$ cat config.mk
export PLATFORM = sky130hd
export DESIGN_NAME = pipe_hazard_ctrl
export DESIGN_NICKNAME = d
export VERILOG_FILES = /design/src/rtl/pipe_hazard_ctrl.sv
export SDC_FILE = /design/constraint.sdc
export NUM_CORES = 1
export LEC_CHECK = 0
export ABC_AREA = 0
export CAP_MARGIN = 30
export CORE_ASPECT_RATIO = 0.8
export CORE_MARGIN = 8
export CORE_UTILIZATION = 43
export CTS_BUF_LIST = sky130_fd_sc_hd__clkbuf_16
export DETAILED_ROUTE_END_ITERATION = 8
export PLACE_DENSITY = 0.76
export RECOVER_POWER = 100
export SLEW_MARGIN = 20
export SYNTH_ARGS = -nofsm -noshare
export SYNTH_HDL_FRONTEND = slang
export SYNTH_SLANG_ARGS = --single-unit
$ cat constraint.sdc
create_clock -name clk -period 2.3 [get_ports clk]
set_clock_uncertainty 0.1 [all_clocks]
set_input_delay 0.46 -clock clk [delete_from_list [all_inputs] [get_ports clk]]
set_output_delay 0.46 -clock clk [all_outputs]
set_load 0.03 [all_outputs]
$ cat src/rtl/pipe_hazard_ctrl.sv
// Stall/flush scheduler for the 5-stage MIPS pipeline: load-use bubbles, multi-cycle branch
// flush, and memory-wait freeze with timeout. Optional perf counters under HAZARD_PERF_CNT_EN.
module pipe_hazard_ctrl #(
  parameter int unsigned BR_PENALTY  = 1,
  parameter int unsigned MEM_TIMEOUT = 64
) (
  input  logic        clk,
  input  logic        reset,
  input  logic        id_ex_memread,
  input  logic [4:0]  id_ex_rt,
  input  logic [4:0]  if_id_rs,
  input  logic [4:0]  if_id_rt,
  input  logic        if_id_uses_rt,
  input  logic        br_taken,
  input  logic        mem_busy,
  output logic        pc_write,
  output logic        if_id_write,
  output logic        if_id_flush,
  output logic        id_ex_bubble,
  output logic        id_ex_hold,
  output logic        ex_mem_hold,
  output logic        mem_timeout,
  output logic [1:0]  ctrl_state
`ifdef HAZARD_PERF_CNT_EN
  ,
  output logic [31:0] stall_cycles,
  output logic [31:0] flush_cycles,
  output logic [31:0] wait_cycles
`endif
);

  typedef enum logic [1:0] {
    StRun     = 2'd0,
    StFlush   = 2'd1,
    StMemWait = 2'd2
  } state_e;

  localparam logic [3:0] FlushReload = 4'(BR_PENALTY - 1);
  localparam logic [7:0] WaitMax     = 8'(MEM_TIMEOUT);
  localparam logic [7:0] WaitLast    = 8'(MEM_TIMEOUT - 1);
  localparam state_e     BrNext      = (BR_PENALTY > 1) ? StFlush : StRun;

  state_e     state_q, state_d;
  logic [3:0] flush_cnt_q, flush_cnt_d;
  logic [7:0] wait_cnt_q, wait_cnt_d;
  logic       timeout_q, timeout_d;
  logic       lu;
  logic       flush_active;

  assign lu = id_ex_memread & (id_ex_rt != 5'd0) &
              ((id_ex_rt == if_id_rs) | (if_id_uses_rt & (id_ex_rt == if_id_rt)));

  // A memory wait entered mid-flush keeps flush_cnt; a nonzero count resumes the flush.
  assign flush_active = (state_q == StFlush) |
                        ((state_q == StMemWait) & (flush_cnt_q != 4'd0));

  always_ff @(posedge clk) begin
    if (reset) begin
      state_q     <= StRun;
      flush_cnt_q <= 4'd0;
      wait_cnt_q  <= 8'd0;
      timeout_q   <= 1'b0;
    end else begin
      state_q     <= state_d;
      flush_cnt_q <= flush_cnt_d;
      wait_cnt_q  <= wait_cnt_d;
      timeout_q   <= timeout_d;
    end
  end

  always_comb begin
    state_d     = state_q;
    flush_cnt_d = flush_cnt_q;
    wait_cnt_d  = wait_cnt_q;
    timeout_d   = timeout_q;
    if (mem_busy) begin
      state_d = StMemWait;
      if (wait_cnt_q != WaitMax) wait_cnt_d = wait_cnt_q + 8'd1;
      if (wait_cnt_q >= WaitLast) timeout_d = 1'b1;
    end else begin
      wait_cnt_d = 8'd0;
      if (br_taken) begin
        flush_cnt_d = FlushReload;
        state_d     = BrNext;
      end else if (flush_active) begin
        flush_cnt_d = flush_cnt_q - 4'd1;
        state_d     = (flush_cnt_q == 4'd1) ? StRun : StFlush;
      end else begin
        state_d = StRun;
      end
    end
  end

  always_comb begin
    pc_write     = 1'b0;
    if_id_write  = 1'b0;
    if_id_flush  = 1'b0;
    id_ex_bubble = 1'b0;
    id_ex_hold   = 1'b0;
    ex_mem_hold  = 1'b0;
    if (reset) begin
      if_id_flush  = 1'b1;
      id_ex_bubble = 1'b1;
    end else if (mem_busy) begin
      id_ex_hold  = 1'b1;
      ex_mem_hold = 1'b1;
    end else if (br_taken || flush_active) begin
      pc_write     = 1'b1;
      if_id_write  = 1'b1;
      if_id_flush  = 1'b1;
      id_ex_bubble = 1'b1;
    end else if (lu) begin
      id_ex_bubble = 1'b1;
    end else begin
      pc_write    = 1'b1;
      if_id_write = 1'b1;
    end
  end

  assign mem_timeout = timeout_q;
  assign ctrl_state  = state_q;

`ifdef HAZARD_PERF_CNT_EN
  logic stall_ev;
  assign stall_ev = lu & ~mem_busy & ~br_taken & ~flush_active;

  always_ff @(posedge clk) begin
    if (reset) begin
      stall_cycles <= 32'd0;
      flush_cycles <= 32'd0;
      wait_cycles  <= 32'd0;
    end else begin
      if (stall_ev && stall_cycles != '1) stall_cycles <= stall_cycles + 32'd1;
      if (if_id_flush && flush_cycles != '1) flush_cycles <= flush_cycles + 32'd1;
      if (mem_busy && wait_cycles != '1) wait_cycles <= wait_cycles + 32'd1;
    end
  end
`endif

endmodule

### Word level (Yosys, flattened, before mapping)

Index checks and enable logic that the tools add are counted.

* input port bits: 21
* output and inout port bits: 9
* flip-flop bits (word level): 15

* mux-type cells: 19
* bitwise operators: 8
* order comparisons: 1
* eq/ne operators: 6
* add/sub/neg operators: 2
* reductions and logical operators: 8

Operator list (number)
* 1-bit 2-to-1 mux: 16
* 5-bit == test: 2
* 8-bit by 1-bit adder with 8-bit output (second input constant): 1
* 8-bit by 6-bit >= comparator with 1-bit output (second input constant): 1
* 4-bit 2-to-1 mux: 2
* 8-bit by 7-bit != test with 1-bit output (second input constant): 1
* 5-bit nonzero test: 1
* 1-bit AND: 4
* 4-bit by 1-bit == test with 1-bit output (second input constant): 1
* 2-bit AND reduction: 2
* 4-bit nonzero test: 1
* 4-bit OR reduction: 1
* 4-bit by 1-bit subtractor with 4-bit output (second input constant): 1
* 2-bit by 1-bit == test with 1-bit output (second input constant): 1
* 2-bit == test (second input constant): 1
* 2-bit 2-to-1 mux: 1
* 1-bit inverter: 2
* 1-bit OR: 2
* 2-bit nonzero test: 1
* 2-bit OR reduction: 1
* 1-bit logical OR: 1

### Logic depth before layout (Yosys ltp)

Gate-level depths: netlist of the first run.

* word-level depth: 8
* mapped depth: 6
* gate-level depth less buffers: 6

### Worst setup path before layout of the first run

No wires, ideal clock.

* kind: input to output
* start: input id_ex_rt[1]
* end: output pc_write
* path slack: -0.615 ns
* arrival: 2.355 ns
* data required time: 1.740 ns
* path buffers: 1
* cell stages on the path: 4
* path through: or4_1 > o21a_1 > a311oi_1 > buf_4

* word-level cells in the longest chain between the ends: 8
* elaborated cells on any way between the ends: 11
* those cells by class: eq/ne (2); mux (4); bitwise (4); reduce/logical (1)

RTL lines
* start, declared: line 10 `input logic [4:0] id_ex_rt,`
* 5-bit == test: line 51 `((id_ex_rt == if_id_rs) | (if_id_uses_rt & (id_ex_rt == if_id_rt)));`
* 1-bit AND: line 51
* 1-bit OR: line 51
* 1-bit AND *: line 50 `assign lu = id_ex_memread & (id_ex_rt != 5'd0) &`
* 1-bit 2-to-1 mux * (4 in a row)
* end, declared: line 16 `output logic pc_write,`

Every way passes the cells marked *; elsewhere a longest branch is shown, timed or not.

### Worst setup path in the final report of the first run

* start: register flush_cnt_q[0]
* end: output id_ex_bubble

* word-level cells in the longest chain between the ends: 7

RTL lines
* start, declared: line 44 `logic [3:0] flush_cnt_q, flush_cnt_d;`
* start signal, assigned: line 65 `flush_cnt_q <= flush_cnt_d;`
* 4-bit nonzero test: line 55 `((state_q == StMemWait) & (flush_cnt_q != 4'd0));`
* 1-bit AND: line 55
* 1-bit OR: line 54 `assign flush_active = (state_q == StFlush) |`
* 1-bit logical OR: line 107 `end else if (br_taken || flush_active) begin`
* 1-bit 2-to-1 mux: line 107
* 1-bit 2-to-1 mux: line 104 `end else if (mem_busy) begin`
* 1-bit 2-to-1 mux: line 101 `if (reset) begin`
* end, declared: line 19 `output logic id_ex_bubble,`

No other way between the ends.

==> results.py, run 1 <==
metrics = {
    "layout": {
        "layout_commonest_cell": "buf_4",
        "ff_latch_area_um2": 303,
        "layout-drive-gt1-share_pct": 29.4,
        "final_cell_mix": "buf_4, xnor2_1, dfxtp_1, nor2_1, clkdlybuf4s50_1",
        "syn_to_final_growth_pct": 63.8,
        "diodes": 0,
        "nets": 187,
        "fin_util_pct": 76.4,
        "nFillCells": 145,
        "multiInputGateArea_um2": 594,
    },
    "worst_setup_path": {
        "r2r_end": "flush_cnt_q[1]",
        "crit_path_cell_trace": "inv_2 > ha_4 > or3b_4 > a211oi_2 > buf_4 > nor2_2 > a311o_1 > buf_6",
        "r2r_slack_ns": 0.50,
        "critPathRequiredTime_ns": 1.74,
        "worst_ep_arrival_time_ns": 1.95,
        "reg2reg_from": "flush_cnt_q[0]",
        "rr_worst_depth": 8,
        "crit_fanout": 3,
        "end_kind": "output pin",
        "path_class": "flop to output pin",
        "critical_path_buf_inv_count": 3,
        "start_kind": "flop",
        "cp_slowest_cell": "or3b_4",
        "path_delay_family": "compound AO/OA/AOI/OAI gates",
        "max_stage_delay_ns": 0.38,
    },
    "flow_run": {
        "maxCapViolations": 0,
    },
    "placed_design": {
        "dpl.hpwl_mm": 1.83,
        "placement.io_buffers": 29,
        "gp_congestion": 0.907,
    },
    "sta": {
        "worst_pin_slew_ns": 0.353,
        "setup_viol": 4,
        "hold_viol_final": 0,
        "period_minus_slack_ns": 2.51,
        "slew_headroom_pct": 76.3,
        "fmax_mhz": 399,
        "rsz0062_at_grt": "true",
        "slew_violations": 0,
        "worst_slack_ns": -0.207,
        "min_period_over_period_pct": 109,
    },
    "global_route": {
        "antenna_found_initial": 0,
        "gr-usage-met1_pct": 16.3,
        "grtUsageMet3_pct": 4.75,
        "grt_max_degree": 9,
        "track_usage_pct": 14.6,
        "use_met2_pct": 24.4,
        "grt-ovfl-total": 0,
        "top_usage_layer": "met2",
        "first_global_vias": 986,
        "grt_pass1_wl_mm": 4.40,
    },
    "floorplan": {
        "rows": 14,
        "die_x_um": 67.1,
        "core_um2": 1930,
        "initial_utilization_pct": 46.6,
        "io_pins": 30,
        "die-area_um2": 3820,
        "die_h_um": 56.9,
    },
    "synth": {
        "synth_top_family_by_area": "simple AND/OR/NAND/NOR gates",
        "syn_area_um2": 898,
        "ys_ff_latch": 15,
        "ys_seq_area_share_pct": 33.4,
        "synth_edf_count": 0,
        "netlist.area_leader.share_pct": 33.4,
        "yosys.cell_types.count": 31,
        "synth-compound-area-share_pct": 13.9,
        "synth-main-ff-cell": "dfxtp_1",
        "synth_xor_area_share_pct": 15.6,
        "synth_cells": 110,
        "syn_nets": 136,
        "synth_fa_ha_area_share_pct": 6.96,
        "synthArstFlopShare_pct": 0,
        "synthMuxAreaShare_pct": 1.11,
        "yosys-top-cells-area": "dfxtp_1, xnor2_1, ha_1",
        "syn-mean-instance-area_um2": 8.17,
        "yosys.area_share.simple_pct": 22.7,
        "yosysTopAreaCell": "dfxtp_1",
        "yosysWarnings": 0,
    },
    "route": {
        "vias": 980,
        "dr.pass1.iters": 4,
        "routed_wl_mm": 2.63,
        "routed_via_density": 5.33,
        "drtIter0Drc": 33,
        "drtAntennaViolNets": 0,
        "drc": 0,
        "wl_per_cell_um": 14.3,
    },
    "worst_hold_path": {
        "hp-class": "flop to flop",
        "min_from": "mem_timeout",
        "holdPathEnd": "mem_timeout",
        "hold_depth": 2,
    },
    "power_and_ir_drop": {
        "p_sw_share_pct": 22.4,
        "switching_power_mw": 0.165,
        "combinationalPowerShare_pct": 18.8,
        "leakage_nw": 0.608,
        "vdd_drop_max_v": 0.000415,
        "power.density_nw_per_um2": 500,
        "clkPwrFrac_pct": 44.9,
        "internal_power_mw": 0.570,
        "total_power_mw": 0.735,
        "seq_power_share_pct": 36.3,
    },
    "clocking": {
        "clock_sinks": 15,
        "cts_tree": "built",
        "ctsHoldBuffers": 0,
        "clk_latency_ns": 0.24,
        "clk_pin_slew_ns": 0.05,
        "cts_root_buf": "clkbuf_16",
        "cts_buffer_depth": 2,
        "ctsHtreeMaxLevel": 1,
        "cts_made_buffers": 3,
    },
    "status": {
        "status": "complete, but fails checks",
        "violations": "negative setup slack",
    },
}
[cell usage after synthesis (all sizes together), types with 2 or more instances]
master and number:
nand2 9, xor2 2, a211o 2, or2 2, nor2b 2, nand4 3
nor3 2, inv 9, dfxtp 15, nand3 6, a21oi 3, a311oi 2
xnor2 14, clkbuf 2, nor2 13, a31oi 2, buf 2, o21ai 3
ha 5
[power groups by stage]
stage                     clock network (mW)  registers (mW)  logic (mW)
after floorplan                            0           0.272      0.0599
after global placement                     0           0.271       0.133
after detailed placement                   0           0.272       0.135
after CTS                              0.334           0.267       0.138
after global routing                   0.340           0.267       0.148
final                                  0.330           0.267       0.138
[cell type report]
| cell class | count | area share, % |
|---|---|---|
| Multi-Input combinational cell | 82 | 40.4 |
| Timing Repair Buffer | 50 | 29.3 |
| Sequential cell | 15 | 20.6 |
| Clock buffer | 3 | 5.10 |
| Inverter | 9 | 2.30 |
| Tap cell | 24 | 2.04 |
| Clock inverter | 1 | 0.255 |
[worst register-to-register path, delay by kind of cell (launching register included)]
kind            cells  cell delay [ns]
compound gates      2             0.38
fa+ha+maj           1             0.13
buf+inv             3             0.35
flops               1             0.32
simple gates        2             0.43
[metrics by stage]
| step | worst slack [ns] | hold WS (ns) | area [um^2] | setup TNS [ns] | std cells |
|---|---|---|---|---|---|
| final | -0.207 | 0.429 | 1470 | -0.671 | 184 |
| after global routing | -0.301 | 0.452 | 1470 | -0.947 | 184 |
| after CTS | -0.198 | 0.393 | 1470 | -0.557 | 183 |
| after detailed placement | -0.811 | 0.382 | 1350 | -2.27 | 178 |
| after global placement | -0.798 | 0.369 | 1350 | -2.15 | 178 |
| after floorplan | -0.118 | 0.356 | 920 | -0.232 | 110 |
[flip-flops by register name, summed over array words and instances, names as in the netlist]
signal	cells
mem_timeout	1
flush_cnt_q	4
ctrl_state	2
wait_cnt_q	8
[repair_timing]
| item | 4_1_cts | 5_1_grt |
|---|---|---|
| resized for setup | 49 | 2 |
| pin swaps | 7 | 2 |
| setup endpoints to repair | 4 | 4 |
| buffers inserted | 1 | 1 |
[cells by family after synthesis]
logic type | count (synthesis)
XOR/XNOR | 16
flip-flops | 15
multiplexers | 1
AO/OA/AOI/OAI | 18
buffers and inverters | 13
AND/OR/NAND/NOR | 42
adder cells (fa/ha/maj) | 5
[per-layer routing]
metal,vias to the layer above,wire length (um)
met2,52,1200
li1,478,-
met4,0,62
met1,442,1130
met5,-,0
met3,8,229
[how the worst max path moves through the flow]
| stage | endpoint | startpoint | cells after the start |
|---|---|---|---|
| after CTS | id_ex_bubble | flush_cnt_q[0] | 8 |
| final | id_ex_bubble | flush_cnt_q[0] | 8 |
| after detailed placement | id_ex_bubble | id_ex_rt[1] | 5 |
| after global placement | id_ex_bubble | id_ex_rt[1] | 5 |
| after floorplan | pc_write | id_ex_rt[1] | 4 |
| after global routing | id_ex_bubble | flush_cnt_q[0] | 8 |
Note: power is estimated with default switching activity, not from simulation.
==> run 2: changes to the inputs <==
Settings changed: CTS_CLUSTER_SIZE set to 8.
==> results of run 2 <==
The final DEF is identical to that of run 1; final timing and power are the same.
==> run 3: changes to the inputs <==
Settings changed: CORE_MARGIN 8 to unset.
==> results.py, run 3 (synthesized netlist as in run 1, its figures left out) <==
metrics = {
    "sta": {
        "period_minus_slack_ns": 2.49,
        "whs_ns": 0.373,
        "slew_headroom_pct": 74.8,
        "hold_viol_final": 0,
        "setup_viol": 6,
        "slew_violations": 0,
        "min_period_over_period_pct": 108,
        "rsz0062_at_grt": "true",
        "fmax_mhz": 401,
        "worst_pin_slew_ns": 0.373,
        "worst_slack_ns": -0.194,
    },
    "power_and_ir_drop": {
        "vdd_drop_max_v": 0.000437,
        "power.density_nw_per_um2": 510,
        "leakage_nw": 0.607,
    },
    "global_route": {
        "grt_pass1_wl_mm": 4.07,
        "grt_max_degree": 10,
        "track_usage_pct": 24.4,
        "first_global_vias": 946,
        "grt-ovfl-total": 0,
        "antenna_found_initial": 0,
    },
    "floorplan": {
        "core_um2": 1930,
        "die-area_um2": 2280,
        "die_h_um": 42.9,
        "io_pins": 30,
        "die_x_um": 53.1,
        "rows": 14,
        "initial_utilization_pct": 46.6,
    },
    "route": {
        "drtIter0Drc": 24,
        "wl_per_cell_um": 13.2,
        "drc": 0,
        "drtAntennaViolNets": 0,
        "wl_met1_mm": 1.03,
        "vias": 955,
        "routed_wl_mm": 2.44,
        "routed_via_density": 5.16,
        "wl_met2_mm": 1.25,
        "dr.pass1.iters": 4,
        "wl_met3_um": 146,
        "highest_layer": "met4",
    },
    "worst_setup_path": {
        "critPathRequiredTime_ns": 1.74,
        "max_stage_delay_ns": 0.37,
        "path_class": "flop to output pin",
        "start_kind": "flop",
        "cp_slowest_cell": "or3b_4",
        "reg2reg_from": "flush_cnt_q[0]",
        "crit_path_cell_trace": "inv_2 > ha_4 > or3b_4 > a211oi_2 > buf_4 > nor2_2 > a311o_1 > buf_6",
        "worst_ep_arrival_time_ns": 1.93,
        "rr_worst_depth": 8,
        "r2r_end": "flush_cnt_q[1]",
        "r2r_slack_ns": 0.52,
        "end_kind": "output pin",
        "crit_fanout": 3,
    },
    "worst_hold_path": {
        "hp-class": "flop to flop",
        "holdPathEnd": "mem_timeout",
        "min_from": "mem_timeout",
        "hold_depth": 2,
    },
    "layout": {
        "final_cell_mix": "buf_4, xnor2_1, dfxtp_1, nor2_1, nand2_1",
        "layout_commonest_cell": "buf_4",
        "largest_reg_flops": 8,
        "regMostFlops": "wait_cnt_q",
        "nets": 188,
        "layout-drive-gt1-share_pct": 28.6,
        "syn_to_final_growth_pct": 64.2,
        "final_cells": 185,
        "diodes": 0,
    },
    "placed_design": {
        "dp_cells": 179,
        "dpl.hpwl_mm": 1.70,
        "placement.io_buffers": 29,
        "gp_congestion": 0.832,
    },
    "status": {
        "violations": "negative setup slack",
        "status": "complete, but fails checks",
    },
    "clocking": {
        "clock_sinks": 15,
        "clk_latency_ns": 0.25,
        "ctsHoldBuffers": 0,
        "cts_made_buffers": 3,
        "cts_root_buf": "clkbuf_16",
        "ctsHtreeMaxLevel": 1,
        "cts_buffer_depth": 2,
        "cts_tree": "built",
        "clk_pin_slew_ns": 0.05,
    },
    "flow_run": {
        "maxCapViolations": 0,
    },
}
run 3: metal layers:
layer	vias to the layer above	GRT usage, %
met2	41	43.5
met3	2	4.30
met5	-	0
met1	436	29.4
met4	0	6.84
li1	476	-
run 3: layout make-up:
cell class / count / area (um^2)
inverters: 9 / 33.8
clock inverters: 1 / 5.00
repair buffers: 51 / 438
fillers: 144 / 452
multi-input cells: 82 / 591
flip-flops and latches: 15 / 303
clock buffers: 3 / 75.1
well taps: 24 / 30.0
run 3: worst max-delay path by stage:
stage | start | end | cells after the start
after floorplan | id_ex_rt[1] | pc_write | 4
after global placement | id_ex_rt[1] | id_ex_bubble | 5
after detailed placement | id_ex_rt[1] | id_ex_bubble | 5
after CTS | flush_cnt_q[0] | id_ex_bubble | 8
after global routing | flush_cnt_q[0] | id_ex_bubble | 8
final | flush_cnt_q[0] | id_ex_bubble | 8
run 3: metrics by stage:
| step | setup slack, ns | util (%) | area, um^2 | TNS [ns] | power [mW] |
|---|---|---|---|---|---|
| 2_1_floorplan | -0.118 | - | 920 | -0.232 | 0.332 |
| 3_3_place_gp | -0.797 | 70.3 | 1350 | -2.15 | 0.405 |
| 3_5_place_dp | -0.808 | 70.3 | 1350 | -2.21 | 0.408 |
| 4_1_cts | -0.187 | 76.8 | 1480 | -0.540 | 0.750 |
| 5_1_grt | -0.283 | 76.6 | 1480 | -1.14 | 0.774 |
| 6_report | -0.194 | 76.6 | 1480 | -0.723 | 0.753 |
run 3: report_power, final:
part	internal (mW)	switching (mW)
Combinational	0.0771	0.0621
Sequential	0.263	0.00313
Clock	0.233	0.115
run 3: what timing repair did:
item | CTS | global route
hold endpoints to repair | 0 | 0
pin swaps | 8 | 1
setup buffers | 2 | 0
gates resized for setup | 49 | 0
setup endpoints to repair | 4 | 4
run 3: worst max-delay path: cells and delay by family (launching register included):
family | cells | cell delay, ns
AO/OA/AOI/OAI | 2 | 0.46
AND/OR/NAND/NOR | 2 | 0.41
buffers and inverters | 3 | 0.36
flip-flops | 1 | 0.32
adder cells (fa/ha/maj) | 1 | 0.12
